**src/rtl/ifmap_stream_feeder.sv**
```systemverilog
// Input-feature-map source: packs host bytes into 64-bit buffer words, then streams them
// to the convolution controller one word per read request.
module ifmap_stream_feeder #(
    parameter int unsigned DEPTH  = 64,
    parameter int unsigned ADDR_W = 6
) (
    input  logic              clk,
    input  logic              rst,
    input  logic              frame_start,
    input  logic [ADDR_W:0]   cfg_words,
    input  logic              wr_en,
    input  logic [7:0]        wr_byte,
    output logic              wr_ready,
    output logic              start_conv,
    input  logic              read_I,
    output logic [63:0]       Idata,
    output logic              Idata_valid,
    output logic              frame_done
);

    typedef enum logic [1:0] {StIdle, StFill, StStream, StDone} state_e;

    localparam logic [ADDR_W:0] PtrOne = (ADDR_W + 1)'(1);
    localparam logic [ADDR_W:0] DepthW = (ADDR_W + 1)'(DEPTH);

    state_e            state_q, state_d;
    logic [ADDR_W:0]   len_q, len_d;
    logic [2:0]        byte_cnt_q, byte_cnt_d;
    logic [ADDR_W:0]   wr_ptr_q, wr_ptr_d;
    logic [ADDR_W:0]   rd_ptr_q, rd_ptr_d;
    logic [55:0]       pack_q, pack_d;
    logic [63:0]       idata_q, idata_d;
    logic              idata_valid_q, idata_valid_d;

    logic [63:0]       mem_q [DEPTH];
    logic              mem_we;
    logic [63:0]       mem_wdata;
    logic [ADDR_W-1:0] mem_waddr;

    always_comb begin
        state_d       = state_q;
        len_d         = len_q;
        byte_cnt_d    = byte_cnt_q;
        wr_ptr_d      = wr_ptr_q;
        rd_ptr_d      = rd_ptr_q;
        pack_d        = pack_q;
        idata_d       = idata_q;
        idata_valid_d = 1'b0;
        mem_we        = 1'b0;
        // The eighth byte goes straight into the top lane; only bytes 0..6 are staged.
        mem_wdata     = {wr_byte, pack_q};
        mem_waddr     = wr_ptr_q[ADDR_W-1:0];

        unique case (state_q)
            StIdle: begin
                if (frame_start && (cfg_words != '0) && (cfg_words <= DepthW)) begin
                    len_d      = cfg_words;
                    byte_cnt_d = '0;
                    wr_ptr_d   = '0;
                    rd_ptr_d   = '0;
                    state_d    = StFill;
                end
            end
            StFill: begin
                if (wr_en) begin
                    if (byte_cnt_q == 3'd7) begin
                        mem_we     = 1'b1;
                        byte_cnt_d = '0;
                        wr_ptr_d   = wr_ptr_q + PtrOne;
                        if (wr_ptr_d == len_q) begin
                            state_d = StStream;
                        end
                    end else begin
                        pack_d[{byte_cnt_q, 3'b000} +: 8] = wr_byte;
                        byte_cnt_d = byte_cnt_q + 3'd1;
                    end
                end
            end
            StStream: begin
                if (read_I) begin
                    idata_d       = mem_q[rd_ptr_q[ADDR_W-1:0]];
                    idata_valid_d = 1'b1;
                    rd_ptr_d      = rd_ptr_q + PtrOne;
                    if (rd_ptr_d == len_q) begin
                        state_d = StDone;
                    end
                end
            end
            StDone: begin
                state_d = StIdle;
            end
            default: begin
                state_d = StIdle;
            end
        endcase
    end

    always_ff @(posedge clk or posedge rst) begin
        if (rst) begin
            state_q       <= StIdle;
            len_q         <= '0;
            byte_cnt_q    <= '0;
            wr_ptr_q      <= '0;
            rd_ptr_q      <= '0;
            pack_q        <= '0;
            idata_q       <= '0;
            idata_valid_q <= 1'b0;
        end else begin
            state_q       <= state_d;
            len_q         <= len_d;
            byte_cnt_q    <= byte_cnt_d;
            wr_ptr_q      <= wr_ptr_d;
            rd_ptr_q      <= rd_ptr_d;
            pack_q        <= pack_d;
            idata_q       <= idata_d;
            idata_valid_q <= idata_valid_d;
        end
    end

    // Buffer contents survive reset.
    always_ff @(posedge clk) begin
        if (mem_we) begin
            mem_q[mem_waddr] <= mem_wdata;
        end
    end

    assign wr_ready    = (state_q == StFill);
    assign start_conv  = (state_q == StStream);
    assign frame_done  = (state_q == StDone);
    assign Idata       = idata_q;
    assign Idata_valid = idata_valid_q;

endmodule
```
**config.mk**
```make
export PLATFORM = sky130hd
export DESIGN_NAME = ifmap_stream_feeder
export DESIGN_NICKNAME = d
export VERILOG_FILES = /design/src/rtl/ifmap_stream_feeder.sv
export SDC_FILE = /design/constraint.sdc
export NUM_CORES = 2
export LEC_CHECK = 0
export BUFFER_PORTS_ARGS = -buffer_cell sky130_fd_sc_hd__buf_2
export CORE_UTILIZATION = 50
export DETAILED_ROUTE_END_ITERATION = 10
export PLACE_DENSITY = 0.65
export SLEW_MARGIN = 30
export SYNTH_ARGS = -nofsm -noshare
export SYNTH_HDL_FRONTEND = slang
export SYNTH_SLANG_ARGS = --single-unit
```
**constraint.sdc**
```tcl
create_clock -name clk -period 5.28 [get_ports clk]
set_input_delay 1.056 -clock clk [delete_from_list [all_inputs] [get_ports clk]]
set_output_delay 1.056 -clock clk [all_outputs]
set_load 0.05 [all_outputs]
```
==> Flow_metrics.wiki <==
{| class="wikitable"
! Metric !! Value
|-
| Outcome || complete, no violations
|-
| Transition time of the tightest slew-check pin || around 1.1 ns
|-
| Final critical path time including I/O delays and setup || 4.117 ns
|-
| Category of the critical setup timing path || flop to flop
|-
| Worst slew margin relative to its limit || 29.32%
|-
| Mapped Cells || 7014
|-
| Layout cells sized above 1 || between 20% and 30%
|-
| Total power per unit cell area || 436.5 mW/mm^2
|-
| Standard cell core area || 0.3219 mm^2
|-
| Max cap viols || 0
|-
| Primary flip-flop cell chosen by synthesis mapping || edfxtp_1
|-
| Net switching power || 20.85 mW
|-
| Initial antenna violation count || 16
|-
| Buffer count from post-CTS setup fixing || 0
|-
| Most area-consuming cells after synthesis || edfxtp_1 (76%), mux4_2 (15%), dfrtp_1 (2.3%)
|-
| Sequential-to-total area share from yosys stat || 78.13%
|-
| Syn_nets || 7044
|-
| Slack of the worst reg-to-reg path || 1.16 ns
|-
| PortBufs || 87
|-
| Count of unique library cells instantiated by Yosys || 60
|-
| Total half-perimeter wirelength after legalization and detailed placement || 223.5 mm
|-
| Mean Syn Cell Area || 23.12 um^2
|-
| Sequential group share of total power || 49.5%
|-
| Yosys warns || 0
|-
| Placement row count || 208
|-
| HP Class || primary input to asynchronous set/reset pin
|-
| Detailed-route vias per instance || around 6.4
|-
| Leak pwr || 58.03 nW
|-
| Number of clock buffers inserted by TritonCTS || 407
|-
| Total power draw || between 80 and 90 mW
|-
| Number of global-route vias before repair || 78262
|-
| Highest achievable clock rate || about 240 MHz
|-
| RePlAce Congestion || 0.8073
|-
| Met2 Usage GRT || 42.83%
|-
| Starting density of the core || 50.37%
|-
| Largest clock skew in the final design || 0.04490 ns
|-
| Required time of the critical path || between 5 and 6 ns
|-
| Clock share of power || 35.8%
|-
| DRC violation total after the first TritonRoute iteration || approximately 9500
|-
| Number of vias after detailed routing || 77089
|-
| # hold bufs at CTS || 0
|-
| Die width || 571.5 um
|-
| Total Neg Setup Slack || 0 ns
|-
| Clock insertion delay at the later pin of the skew report || between 0.9 and 1 ns
|-
| CTS root buf || clkbuf_16
|-
| Combinational Power Share || 14.6%
|-
| Final design instance area without fill || about 0.18 mm^2
|-
| Maximum number of pins on one net before global-route repair || 93
|-
| Maximum root-to-sink buffer count || 4
|-
| Setup repair after global routing missed its margin || no
|-
| Fraction of synthesis flops using an asynchronous set or reset pin || 3.465%
|-
| Wire length of the first global-routing pass || between 500 and 600 mm
|-
| Area enclosed by the die boundary || 0.3266 mm^2
|-
| Total count of max-transition violations in the final report || 0
|-
| Critical path launch point type || flop
|-
| Max rail drop VDD || 0.3085 mV
|-
| Routed Antenna Nets || 0
|-
| Final Hold Vio Count || 0
|-
| Number of primary I/O pins || 88
|-
| Worst Setup End Kind || flop
|-
| Area share of the largest cell type after synthesis || 75.86%
|-
| Remaining routing DRC violations || 0
|-
| Synth Cell Area || 0.1621 mm^2
|-
| Number of cells upsized or downsized after cts || 0
|-
| Met1 Resource Use GR || 34.92%
|-
| Relative area change from synthesis to final layout || 13.15%
|-
| Met3 routing resource usage after global routing || 3.923%
|-
| Sw frac || 26.04%
|-
| Level count of the clock H-tree || 5
|-
| Wirelength, routed || 417.8 mm
|-
| Ratio of final minimum period to clock period || 77.97%
|-
| Die Ht || roughly 570 um
|-
| CP Data Arrival Time || 4.70 ns
|-
| First drt pass iteration count || 5
|-
| Internal portion of total power || 59.23 mW
|-
| # setup viols final || 0
|-
| Largest fanout of any net on the critical path || 43
|-
| GR Util All Layers || 25.63%
|-
| Number of enable flip-flop cells after synthesis || 4096
|-
| CTS tree || done
|-
| Most used routing layer || met2
|-
| Routed wirelength normalized by instance count || 34.56 um
|-
| Clock transition at path regs || 0.06 ns
|-
| Aggregate global routing overflow || 0
|-
| Number of flip-flops and latches in the synthesized netlist || 4243
|-
| Fill cell count || 23022
|-
| Net count reported at finish || 7471
|-
| Number of clock sinks seen by CTS || 4243
|-
| Post-synth top area cell || edfxtp_1
|-
| Placed standard-cell area || ~0.17 mm^2
|}
## critical path, cell delays in order (launching register included)
cell     delay (ns)
dfrtp_1        0.48
ha_1           0.21
ha_1           0.31
nand2_1        0.16
nor3b_1        0.77
nand2_1        0.77
nor2_4         0.28
buf_4          0.70
## registers in the layout, indices dropped and copies added, names as in the netlist
name / flops
wr_ptr_q: 7
pack_q: 56
rd_ptr_q: 7
state_q: 2
byte_cnt_q: 3
len_q: 7
Idata_valid: 1
Idata: 64
mem_q: 4096
## layout by cell type, fill, tap and decap left out, drive strengths merged, types with 31 or more instances in the layout
| cell | instances |
|---|---|
| a211oi | 190 |
| a21oi | 195 |
| a32oi | 63 |
| buf | 408 |
| bufinv | 33 |
| clkbuf | 519 |
| clkinv | 163 |
| dfrtp | 147 |
| edfxtp | 4096 |
| inv | 33 |
| mux2 | 58 |
| mux2i | 255 |
| mux4 | 1088 |
| nand2 | 31 |
| nor2 | 78 |
| nor2b | 196 |
| o21ai | 98 |
## metal layers
metal / vias to the layer above / part of all wire [%]
li1: 30780 / -
met1: 41940 / 38
met2: 3649 / 50
met3: 716 / 8.1
met4: 4 / 3.5
met5: - / 0.0065
## synth_stat cells (all sizes together), types with 2 or more instances
master,instances
o31ai,7
nor3b,2
mux2i,255
xor2,8
edfxtp,4096
and2,2
inv,19
a21boi,3
or2,2
nor2,78
xnor2,8
nand4,3
nor3,4
nand2b,7
or3,3
mux4,1088
mux2,58
buf,236
clkbuf,154
o21ai,98
and3,5
dfrtp,147
and4,3
a211oi,190
nor2b,196
a32oi,63
nand2,31
nor4,2
nand3b,5
a22o,2
a21oi,195
a211o,2
nand3,14
ha,10
## cells by family (layout without fill, tap and decap cells)
group | Yosys count | after routing | synth area share (%)
flops | 4243 | 4243 | 78.13
buf+inv | 409 | 1172 | 1.100
simple gates | 361 | 361 | 1.249
xor+xnor | 16 | 16 | 0.08643
other cells | 0 | 6 | 0
compound gates | 574 | 574 | 2.273
fa+ha+maj | 10 | 10 | 0.07717
mux | 1401 | 1401 | 17.09
## area by class of cell
class	count	area [um^2]	area share, %
Antenna cell	6	15.01	0.008183
Clock buffer	519	10980	5.982
Clock inverter	226	2086	1.137
Inverter	19	78.83	0.04296
Multi-Input combinational cell	2362	34220	18.65
Sequential cell	4243	126700	69.07
Tap cell	4305	5386	2.936
Timing Repair Buffer	408	3991	2.175
## through the flow
step	worst slack, ns	utilization (%)	hold WS, ns	cells
2_1_floorplan	0.2727	-	0.4666	7014
3_3_place_gp	1.029	52.86	0.4776	11330
3_5_place_dp	1.111	52.90	0.4785	11333
4_1_cts	1.316	56.96	0.1320	12078
5_1_grt	1.089	56.99	0.1621	12084
6_report	1.163	56.99	0.1596	12088
## worst paths after layout
kind | start | endpoint | cells after the start
worst max-delay path | byte_cnt_q[0] | mem_q[2][12] | 7
worst min-delay path | rst | Idata[14] | 2
worst max register to register | byte_cnt_q[0] | mem_q[2][12] | 7
worst min register to register | pack_q[6] | mem_q[7][6] | 0
max in group asynchronous | rst | rd_ptr_q[5] | 3
min in group clk | cfg_words[6] | len_q[6] | 2
## power groups by stage
stage	sequential (mW)	clock [mW]	combinational (mW)
finish	39.7	28.7	11.7
global route	39.7	30.2	12.3
CTS	39.7	29.1	11.7
detailed placement	40.4	0	11.7
global placement	40.4	0	11.4
floorplan	41.4	0	6.14
No activity file was read; power rests on OpenSTA's default activity.
